**src/rtl/rv_ctrl_pkg.sv**
```systemverilog
// Shared constants for the multicycle RV32I control path: opcodes, FSM
// state encodings and datapath select encodings.
package rv_ctrl_pkg;

    // Supported opcodes (IR[6:0])
    localparam logic [6:0] OP_LW  = 7'd3;
    localparam logic [6:0] OP_SW  = 7'd35;
    localparam logic [6:0] OP_R   = 7'd51;
    localparam logic [6:0] OP_I   = 7'd19;
    localparam logic [6:0] OP_BEQ = 7'd99;
    localparam logic [6:0] OP_JAL = 7'd111;

    // FSM state encodings; 11..15 are unreachable
    localparam logic [3:0] S_FETCH    = 4'd0;
    localparam logic [3:0] S_DECODE   = 4'd1;
    localparam logic [3:0] S_MEMADR   = 4'd2;
    localparam logic [3:0] S_MEMREAD  = 4'd3;
    localparam logic [3:0] S_MEMWB    = 4'd4;
    localparam logic [3:0] S_MEMWRITE = 4'd5;
    localparam logic [3:0] S_EXEC_R   = 4'd6;
    localparam logic [3:0] S_EXEC_I   = 4'd7;
    localparam logic [3:0] S_ALUWB    = 4'd8;
    localparam logic [3:0] S_BEQ      = 4'd9;
    localparam logic [3:0] S_JAL      = 4'd10;

    // Result mux
    localparam logic [1:0] RES_ALUOUT    = 2'b00;
    localparam logic [1:0] RES_DATA      = 2'b01;
    localparam logic [1:0] RES_ALURESULT = 2'b10;

    // ALU operand A mux
    localparam logic [1:0] SRCA_PC    = 2'b00;
    localparam logic [1:0] SRCA_OLDPC = 2'b01;
    localparam logic [1:0] SRCA_REG   = 2'b10;

    // ALU operand B mux
    localparam logic [1:0] SRCB_REG  = 2'b00;
    localparam logic [1:0] SRCB_IMM  = 2'b01;
    localparam logic [1:0] SRCB_FOUR = 2'b10;

    // ALU operation class
    localparam logic [1:0] ALU_ADD   = 2'b00;
    localparam logic [1:0] ALU_SUB   = 2'b01;
    localparam logic [1:0] ALU_FUNCT = 2'b10;

    // Immediate format
    localparam logic [1:0] IMM_I = 2'b00;
    localparam logic [1:0] IMM_S = 2'b01;
    localparam logic [1:0] IMM_B = 2'b10;
    localparam logic [1:0] IMM_J = 2'b11;

endpackage : rv_ctrl_pkg

```
**src/rtl/imm_src_deco.sv**
```systemverilog
// Immediate-format decoder: maps the opcode straight to the imm_src select,
// independent of the FSM state.
module imm_src_deco
    import rv_ctrl_pkg::*;
(
    input  logic [6:0] op,
    output logic [1:0] imm_src
);

    // Opcode to immediate format; unsupported opcodes fall back to I-format
    always_comb begin
        // NOTE: default assigned first so no path through the case leaves imm_src unassigned (no latch).
        imm_src = IMM_I;
        case (op)
            OP_SW:   imm_src = IMM_S;
            OP_BEQ:  imm_src = IMM_B;
            OP_JAL:  imm_src = IMM_J;
            default: imm_src = IMM_I;
        endcase
    end

endmodule : imm_src_deco

```
**src/rtl/multicycle_ctrl.sv**
```systemverilog
// Moore control FSM for the multicycle RV32I datapath (lw, sw, R, I, beq, jal).
// Outputs depend on state only, apart from imm_src (from op), the mem_ready
// qualification in FETCH/MEMWRITE and the zero-qualified branch in BEQ.
module multicycle_ctrl
    import rv_ctrl_pkg::*;
#(
    parameter bit USE_MEM_READY = 1'b1
) (
    input  logic       clk,
    input  logic       rst_n,
    input  logic [6:0] op,
    input  logic       zero,
    input  logic       mem_ready,
    output logic       pc_write,
    output logic       adr_src,
    output logic       mem_write,
    output logic       ir_write,
    output logic [1:0] res_src,
    output logic [1:0] alu_src_a,
    output logic [1:0] alu_src_b,
    output logic [1:0] alu_op,
    output logic [1:0] imm_src,
    output logic       reg_write,
    output logic       instr_done,
    output logic       illegal_op
);

    logic [3:0] state_q;
    logic [3:0] state_d;
    logic       mem_rdy;

    // Raw (ungated) enables produced by the state decode
    logic pc_update;
    logic branch;
    logic mem_write_raw;
    logic ir_write_raw;
    logic reg_write_raw;
    logic instr_done_raw;
    logic illegal_op_raw;

    assign mem_rdy = USE_MEM_READY ? mem_ready : 1'b1;

    imm_src_deco u_imm_src_deco (
        .op      (op),
        .imm_src (imm_src)
    );

    // Next-state and per-state control decode
    always_comb begin
        state_d        = S_FETCH;
        adr_src        = 1'b0;
        res_src        = 2'b00;
        alu_src_a      = 2'b00;
        alu_src_b      = 2'b00;
        alu_op         = 2'b00;
        pc_update      = 1'b0;
        branch         = 1'b0;
        mem_write_raw  = 1'b0;
        ir_write_raw   = 1'b0;
        reg_write_raw  = 1'b0;
        instr_done_raw = 1'b0;
        illegal_op_raw = 1'b0;

        case (state_q)
            S_FETCH: begin
                adr_src      = 1'b0;
                alu_src_a    = SRCA_PC;
                alu_src_b    = SRCB_FOUR;
                alu_op       = ALU_ADD;
                res_src      = RES_ALURESULT;
                ir_write_raw = mem_rdy;
                pc_update    = mem_rdy;
                state_d      = mem_rdy ? S_DECODE : S_FETCH;
            end
            S_DECODE: begin
                // Precompute PC-relative branch target into ALUOut
                alu_src_a = SRCA_OLDPC;
                alu_src_b = SRCB_IMM;
                alu_op    = ALU_ADD;
                case (op)
                    OP_LW, OP_SW: state_d = S_MEMADR;
                    OP_R:         state_d = S_EXEC_R;
                    OP_I:         state_d = S_EXEC_I;
                    OP_BEQ:       state_d = S_BEQ;
                    OP_JAL:       state_d = S_JAL;
                    default: begin
                        state_d        = S_FETCH;
                        illegal_op_raw = 1'b1;
                        instr_done_raw = 1'b1;
                    end
                endcase
            end
            S_MEMADR: begin
                alu_src_a = SRCA_REG;
                alu_src_b = SRCB_IMM;
                alu_op    = ALU_ADD;
                state_d   = (op == OP_LW) ? S_MEMREAD : S_MEMWRITE;
            end
            S_MEMREAD: begin
                adr_src = 1'b1;
                res_src = RES_ALUOUT;
                state_d = mem_rdy ? S_MEMWB : S_MEMREAD;
            end
            S_MEMWB: begin
                res_src        = RES_DATA;
                reg_write_raw  = 1'b1;
                instr_done_raw = 1'b1;
                state_d        = S_FETCH;
            end
            S_MEMWRITE: begin
                // Strobe held until the memory accepts the store
                adr_src        = 1'b1;
                res_src        = RES_ALUOUT;
                mem_write_raw  = 1'b1;
                instr_done_raw = mem_rdy;
                state_d        = mem_rdy ? S_FETCH : S_MEMWRITE;
            end
            S_EXEC_R: begin
                alu_src_a = SRCA_REG;
                alu_src_b = SRCB_REG;
                alu_op    = ALU_FUNCT;
                state_d   = S_ALUWB;
            end
            S_EXEC_I: begin
                alu_src_a = SRCA_REG;
                alu_src_b = SRCB_IMM;
                alu_op    = ALU_FUNCT;
                state_d   = S_ALUWB;
            end
            S_ALUWB: begin
                res_src        = RES_ALUOUT;
                reg_write_raw  = 1'b1;
                instr_done_raw = 1'b1;
                state_d        = S_FETCH;
            end
            S_BEQ: begin
                // Compare rs1/rs2; ALUOut already holds the target
                alu_src_a      = SRCA_REG;
                alu_src_b      = SRCB_REG;
                alu_op         = ALU_SUB;
                res_src        = RES_ALUOUT;
                branch         = 1'b1;
                instr_done_raw = 1'b1;
                state_d        = S_FETCH;
            end
            S_JAL: begin
                // PC <- target (ALUOut); ALU forms OldPC+4 for the link write
                alu_src_a = SRCA_OLDPC;
                alu_src_b = SRCB_FOUR;
                alu_op    = ALU_ADD;
                res_src   = RES_ALUOUT;
                pc_update = 1'b1;
                state_d   = S_ALUWB;
            end
            default: begin
                state_d = S_FETCH;
            end
        endcase
    end

    // Enables are suppressed during reset so an abandoned instruction writes nothing
    always_comb begin
        pc_write   = rst_n & (pc_update | (branch & zero));
        ir_write   = rst_n & ir_write_raw;
        mem_write  = rst_n & mem_write_raw;
        reg_write  = rst_n & reg_write_raw;
        instr_done = rst_n & instr_done_raw;
        illegal_op = rst_n & illegal_op_raw;
    end

    // State register with synchronous active-low reset to FETCH
    always_ff @(posedge clk) begin
        // NOTE: non-blocking assignment so every flop samples pre-edge values.
        if (!rst_n) begin
            state_q <= S_FETCH;
        end else begin
            state_q <= state_d;
        end
    end

endmodule : multicycle_ctrl

```
**config.mk**
```make
export PLATFORM = sky130hd
export DESIGN_NAME = multicycle_ctrl
export DESIGN_NICKNAME = d
export VERILOG_FILES = /design/src/rtl/rv_ctrl_pkg.sv /design/src/rtl/imm_src_deco.sv /design/src/rtl/multicycle_ctrl.sv
export SDC_FILE = /design/constraint.sdc
export NUM_CORES = 1
export LEC_CHECK = 0
export ABC_AREA = 1
export CORE_UTILIZATION = 43
export DETAILED_ROUTE_END_ITERATION = 8
export PLACE_DENSITY = 0.91
export SETUP_SLACK_MARGIN = 0.05
export SLEW_MARGIN = 20
export SYNTH_ARGS = -nofsm -noshare
export SYNTH_HDL_FRONTEND = slang
export SYNTH_HIERARCHICAL = 1
export SYNTH_SLANG_ARGS = --single-unit
```
**constraint.sdc**
```tcl
create_clock -name clk -period 2.35 [get_ports clk]
set_clock_uncertainty 0.05 [all_clocks]
set_input_delay 0.705 -clock clk [delete_from_list [all_inputs] [get_ports clk]]
set_output_delay 0.705 -clock clk [all_outputs]
set_load 0.01 [all_outputs]
```
==> summary.md, run 1 <==
| Metric | Value |
|---|---|
| Status | `complete, but fails checks` |
| Failing checks | `negative setup slack` |
| Largest net degree at the start of global routing | `8` |
| CP max-delay cell | `nor2_1` |
| WP data arrival | `1.73 ns` |
| 1st-iter DRT viols | `93` |
| Post-synth EDFFs | `0` |
| Starting density of the core | `49.58%` |
| Cts-stage hold buffer count | `0` |
| Number of flip-flops in the largest register | `4` |
| Critical Path Source Type | `primary input` |
| Critical path buffers and inverters | `2` |
| CP Max Fanout | `3` |
| Clock buffer depth | `2` |
| Most frequent cells in the layout | `nand2_1 (34), inv_1 (22), buf_4 (22)` |
| Vias/cell | `6.126` |
| Post-Syn Instances | `125` |
| # DRC | `0` |
| Hold Crit Class | `reg2reg` |
| CP Depth | `9` |
| Avg WL per Cell | `around 19 um` |
| Commonest non-fill, non-tap cell in the layout | `nand2_1` |
| Regs by FF count | `state_q (4)` |
| Top reg by flops | `state_q` |
| RSZ-0062 raised after global routing | `yes` |
| Synth Warn # | `6` |
| TritonRoute pass-1 iters | `4` |
| Via Count | `1170` |
| Setup WS post-layout | `-0.1311 ns` |
| CP required | `1.59 ns` |
| Placer Congestion | `0.7648` |
| Finished Layout Cells | `191` |
| Crit-path leading delay family | `simple AND/OR/NAND/NOR gates` |
| CTS tree | `built` |
| Most common flop cell mapped by yosys | `dfxtp_1` |
| Max_slew headroom | `between 70 and 80%` |
| H-tree Lvls | `1` |
| PD cells | `256.7 nW/um2` |
| Ports | `28` |
| Syn_area_per_cell | `4.705 um2` |
| Synth Register Bits | `4` |
| Max-cap violations | `0` |
| CP endpoint kind | `primary output` |
| WHS Path Cells | `5` |
| Vias in the first global route | `934` |
| Placed insts | `178` |
| Die Y | `roughly 40 um` |
| Fraction of layout cells with a size suffix above 1 | `39.55%` |
| Setup TNS | `-0.1812 ns` |
| Clk root buf | `clkbuf_4` |
| Crit share post-route | `105.6%` |
| Area grow syn2layout | `88.51%` |
| Pre-CTS WS | `-0.7083 ns` |
| Port bufs | `27` |
| Dpl cell area | `~970 um2` |
| Synth cell types | `16` |
| Core box area | `1186 um2` |
| Fin crit period | `2.481 ns` |
| Initial antenna violation count | `0` |
| R2r worst-path depth | `10` |
| Mapped Area | `588.1 um2` |
| Final ANT Viol Nets | `0` |
| Measured slew at the worst slew-check pin | `0.3756 ns` |
| Fmax | `roughly 400 MHz` |
| Worst-path clk slew | `0.04 ns` |
| Final WL | `approximately 3600 um` |
| Max stage delay on crit path | `0.22 ns` |
| Crit path top cell by count | `nor2_1` |
| Final Cell Area | `1109 um2` |
| Die X-Extent | `38.98 um` |
| Tot GR Track Use | `around two fifths` |
| Rows | `12` |
| Pleak | `0.7288 nW` |
| Syn Nets | `136` |
| Slew Limit Fails | `0` |
| Post-DP HPWL | `1448 um` |
| Clock latency on the worst-skew pair | `0.24 ns` |
| N_diodes | `0` |
| Final Net Count | `190` |
| GR Overflow Total | `0` |
| # clock sinks | `4` |
| Die ar. | `1519 um2` |
| Total power draw | `0.2846 mW` |
| Critical path class | `in2out` |
| Sequential cell area fraction in the yosys report | `approximately 14%` |
| Endpoints failing hold | `0` |
| Final setup viols | `2` |
| Asr flop ratio synth | `0%` |
| CTS Buf Count | `3` |
| Worst-path cell chain | `clkdlybuf4s15_1 > nand2_2 > nor2_1 > nand2_2 > nand2_2 > nor2_1 > nor2_1 > nor2_1 > buf_2` |
| Filler cells | `48` |
| Fin util | `93.46%` |
| Worst hold slack | `0.7792 ns` |
| Worst vdd ir | `0.0002221 V` |
| First-pass GRT wire length | `between 4000 and 5000 um` |
cells in the mapped netlist, types with 2 or more instances:
library cell / instances / share of area (%)
a21oi_1: 4 / 3.4
dfxtp_1: 4 / 14
inv_1: 25 / 16
inv_2: 2 / 1.3
nand2_1: 40 / 26
nand2_2: 3 / 3.2
nand3_1: 11 / 9.4
nor2_1: 24 / 15
nor2_2: 3 / 3.2
o21ai_0: 3 / 2.6
per-layer routing:
metal  GRT usage (%)  up-vias  wire (um)
met5               0        -          0
met4           19.83        0        380
met3           8.092       56        405
met2           80.42      135       1585
met1           41.72      500       1217
li1                -      479          -
kinds of logic after synthesis:
logic type             count (synthesis)  share of synthesized area, %
AO/OA/AOI/OAI                          9                         8.298
buffers and inverters                 29                         18.72
flip-flops                             4                         13.62
AND/OR/NAND/NOR                       83                         59.36
final timing paths:
kind,start,end,slack [ns]
hold / removal,state_q[2],state_q[1],0.78
setup reg to reg,state_q[3],state_q[2],0.95
setup / recovery,op[0],instr_done,-0.13
hold reg to reg,state_q[2],state_q[1],0.78
power by group:
part	switching [mW]	internal (mW)	leakage [nW]	total (mW)
clock network	0.0319	0.0574	0.0138	0.0893
logic	0.0695	0.0543	0.681	0.124
registers	0.00214	0.0694	0.0340	0.0716
worst min-delay path: stages (launching register included):
cell,delay [ns]
dfxtp_2,0.36
nor2_4,0.07
nand2_2,0.09
clkinv_2,0.09
nand2_1,0.10
a21oi_1,0.07
cell type report:
class / count / area [um2] / share of cell area (%)
inverters: 29 / 112.6 / 10.16
clock buffers: 3 / 22.52 / 2.032
well taps: 14 / 17.52 / 1.580
multi-input cells: 92 / 471.7 / 42.55
repair buffers: 49 / 400.4 / 36.12
flip-flops and latches: 4 / 83.83 / 7.562
what timing repair did:
action                                  in CTS  in global routing
resized for setup                           62                 29
pin swaps                                    8                 12
endpoints found under the setup margin      14                 14
setup buffers                                9                  3
No activity file was read; power rests on OpenSTA's default activity.
==> inputs of run 2 (changes only) <==
CORE_MARGIN = 8   (was default)
CORE_UTILIZATION = 39   (was 43)
PLACE_DENSITY = 0.84   (was 0.91)
clock period = 2.6 ns   (was 2.35 ns; I/O delays follow)
==> summary.md, run 2 (same netlist as run 1, synthesis figures left out) <==
| Metric | Value |
|---|---|
| Status | `finished clean` |
| # clock sinks | `4 (unchanged)` |
| Final WL | `1928 um (-46%)` |
| Final ANT Viol Nets | `0 (unchanged)` |
| Port bufs | `27 (unchanged)` |
| Clk root buf | `clkbuf_4` |
| Number of flip-flops in the largest register | `4 (unchanged)` |
| Most frequent cells in the layout | `nand2_1 (37), inv_1 (23), nor2_1 (20)` |
| Final setup viols | `0 (-2)` |
| Dpl cell area | `953.4 um2 (-1.3%)` |
| Total power draw | `0.2240 mW (-21%)` |
| Worst vdd ir | `0.0001380 V (-38%)` |
| CP required | `1.77 ns (+0.18 ns)` |
| Largest net degree at the start of global routing | `8 (unchanged)` |
| Vias/cell | `4.667 (-24%)` |
| Die X-Extent | `54.83 um (+41%)` |
| Core box area | `1454 um2 (+23%)` |
| Critical Path Source Type | `primary input` |
| Area grow syn2layout | `66.60%` |
| Final Cell Area | `979.7 um2 (-12%)` |
| Max_slew headroom | `88.38% (+14 points)` |
| GR Overflow Total | `0 (unchanged)` |
| Ports | `28 (unchanged)` |
| CTS Buf Count | `3 (unchanged)` |
| Avg WL per Cell | `10.54 um (-44%)` |
| Fin crit period | `about 2.5 ns` |
| CTS tree | `built` |
| # DRC | `0 (unchanged)` |
| CP Max Fanout | `3 (unchanged)` |
| Tot GR Track Use | `12.93% (-29 points)` |
| Starting density of the core | `40.45% (-9.1 points)` |
| Crit share post-route | `96.26%` |
| CP endpoint kind | `primary output` |
| Setup TNS | `0 ns (+0.1812 ns)` |
| Top reg by flops | `state_q` |
| Max-cap violations | `0 (unchanged)` |
| Clock buffer depth | `2 (unchanged)` |
| Worst hold slack | `0.6886 ns (-0.09057 ns)` |
| Vias in the first global route | `782 (-16%)` |
| Placer Congestion | `0.8516 (+11%)` |
| Rows | `14 (+2)` |
| Measured slew at the worst slew-check pin | `0.1726 ns (-0.2031 ns)` |
| Via Count | `854 (-27%)` |
| Critical path class | `in2out` |
| TritonRoute pass-1 iters | `4 (unchanged)` |
| Initial antenna violation count | `0 (unchanged)` |
| H-tree Lvls | `1 (unchanged)` |
| Endpoints failing hold | `0 (unchanged)` |
| Die ar. | `3006 um2 (+98%)` |
| Reg2reg start | `state_q[3]` |
| Min-delay src | `state_q[1]` |
| Fin util | `67.38% (-26 points)` |
| First-pass GRT wire length | `2904 um (-31%)` |
| Die Y | `54.83 um (+41%)` |
| Commonest non-fill, non-tap cell in the layout | `nand2_1` |
| Hold Crit Class | `reg2reg` |
| Clock latency on the worst-skew pair | `0.23 ns (about the same)` |
| Final Net Count | `180 (-5.3%)` |
| WP data arrival | `1.67 ns (-0.06 ns)` |
| Post-DP HPWL | `1548 um (+6.9%)` |
| Worst-path clk slew | `0.04 ns (about the same)` |
| N_diodes | `0 (unchanged)` |
| PD cells | `228.7 nW/um2 (-11%)` |
| Slew Limit Fails | `0 (unchanged)` |
| RSZ-0062 raised after global routing | `yes` |
| Fraction of layout cells with a size suffix above 1 | `30.54% (-9.0 points)` |
| Fmax | `399.6 MHz` |
| Pleak | `0.5943 nW (-18%)` |
| Filler cells | `140 (+190%)` |
| Regs by FF count | `state_q (4)` |
| Setup crit start | `op[6]` |
| 1st-iter DRT viols | `11 (-88%)` |
==> run 2: through the flow <==
stage,setup WS (ns),instances
finish,0.09721,183
global route,0.01441,183
CTS,0.02054,181
detailed placement,-0.6305,178
global placement,-0.6077,178
floorplan,0.4179,125
==> run 2: cell type report <==
type                       count  area, um2  share of cell area (%)
tap                           16      20.02                   2.043
inverter                      29      111.4                   11.37
sequential                     4      81.33                   8.301
timing repair buffer          39      304.0                   31.03
multi-input combinational     92      440.4                   44.96
clock buffer                   3      22.52                   2.299
==> run 2: power by group <==
group / switching (mW) / leakage [nW] / internal, mW
logic: 0.0439 / 0.548 / 0.0400
clock network: 0.0242 / 0.0138 / 0.0516
registers: 0.00151 / 0.0330 / 0.0629
==> run 2: worst paths after layout <==
kind | end | slack (ns) | depth (start not counted)
worst max register to register | state_q[2] | 1.39 | 7
worst min register to register | state_q[3] | 0.69 | 4
worst max-delay path | instr_done | 0.1 | 9
worst min-delay path | state_q[3] | 0.69 | 4
==> run 2: per-layer routing <==
layer / vias to the layer above / track usage (%) / wire (um)
met5: - / 0 / 0
met4: 0 / 6.148 / 0
met3: 0 / 2.989 / 204
met2: 29 / 25.85 / 1005
met1: 363 / 11.64 / 718
li1: 462 / - / -
==> run 2: timing repair <==
action	CTS	global route
buffers inserted	0	2
cloned	0	0
resized for setup	48	13
hold buffers	0	0
endpoints found under the setup margin	8	6
pin swaps	5	4
==> run 2: critical path: stages <==
cell and delay, ns:
dlygate4sd2_1 0.24, inv_2 0.06, nor2_2 0.12, nand2_1 0.09, nand2_2 0.10, nor2_1 0.04
nor2_1 0.07, nor2_1 0.04, buf_2 0.13
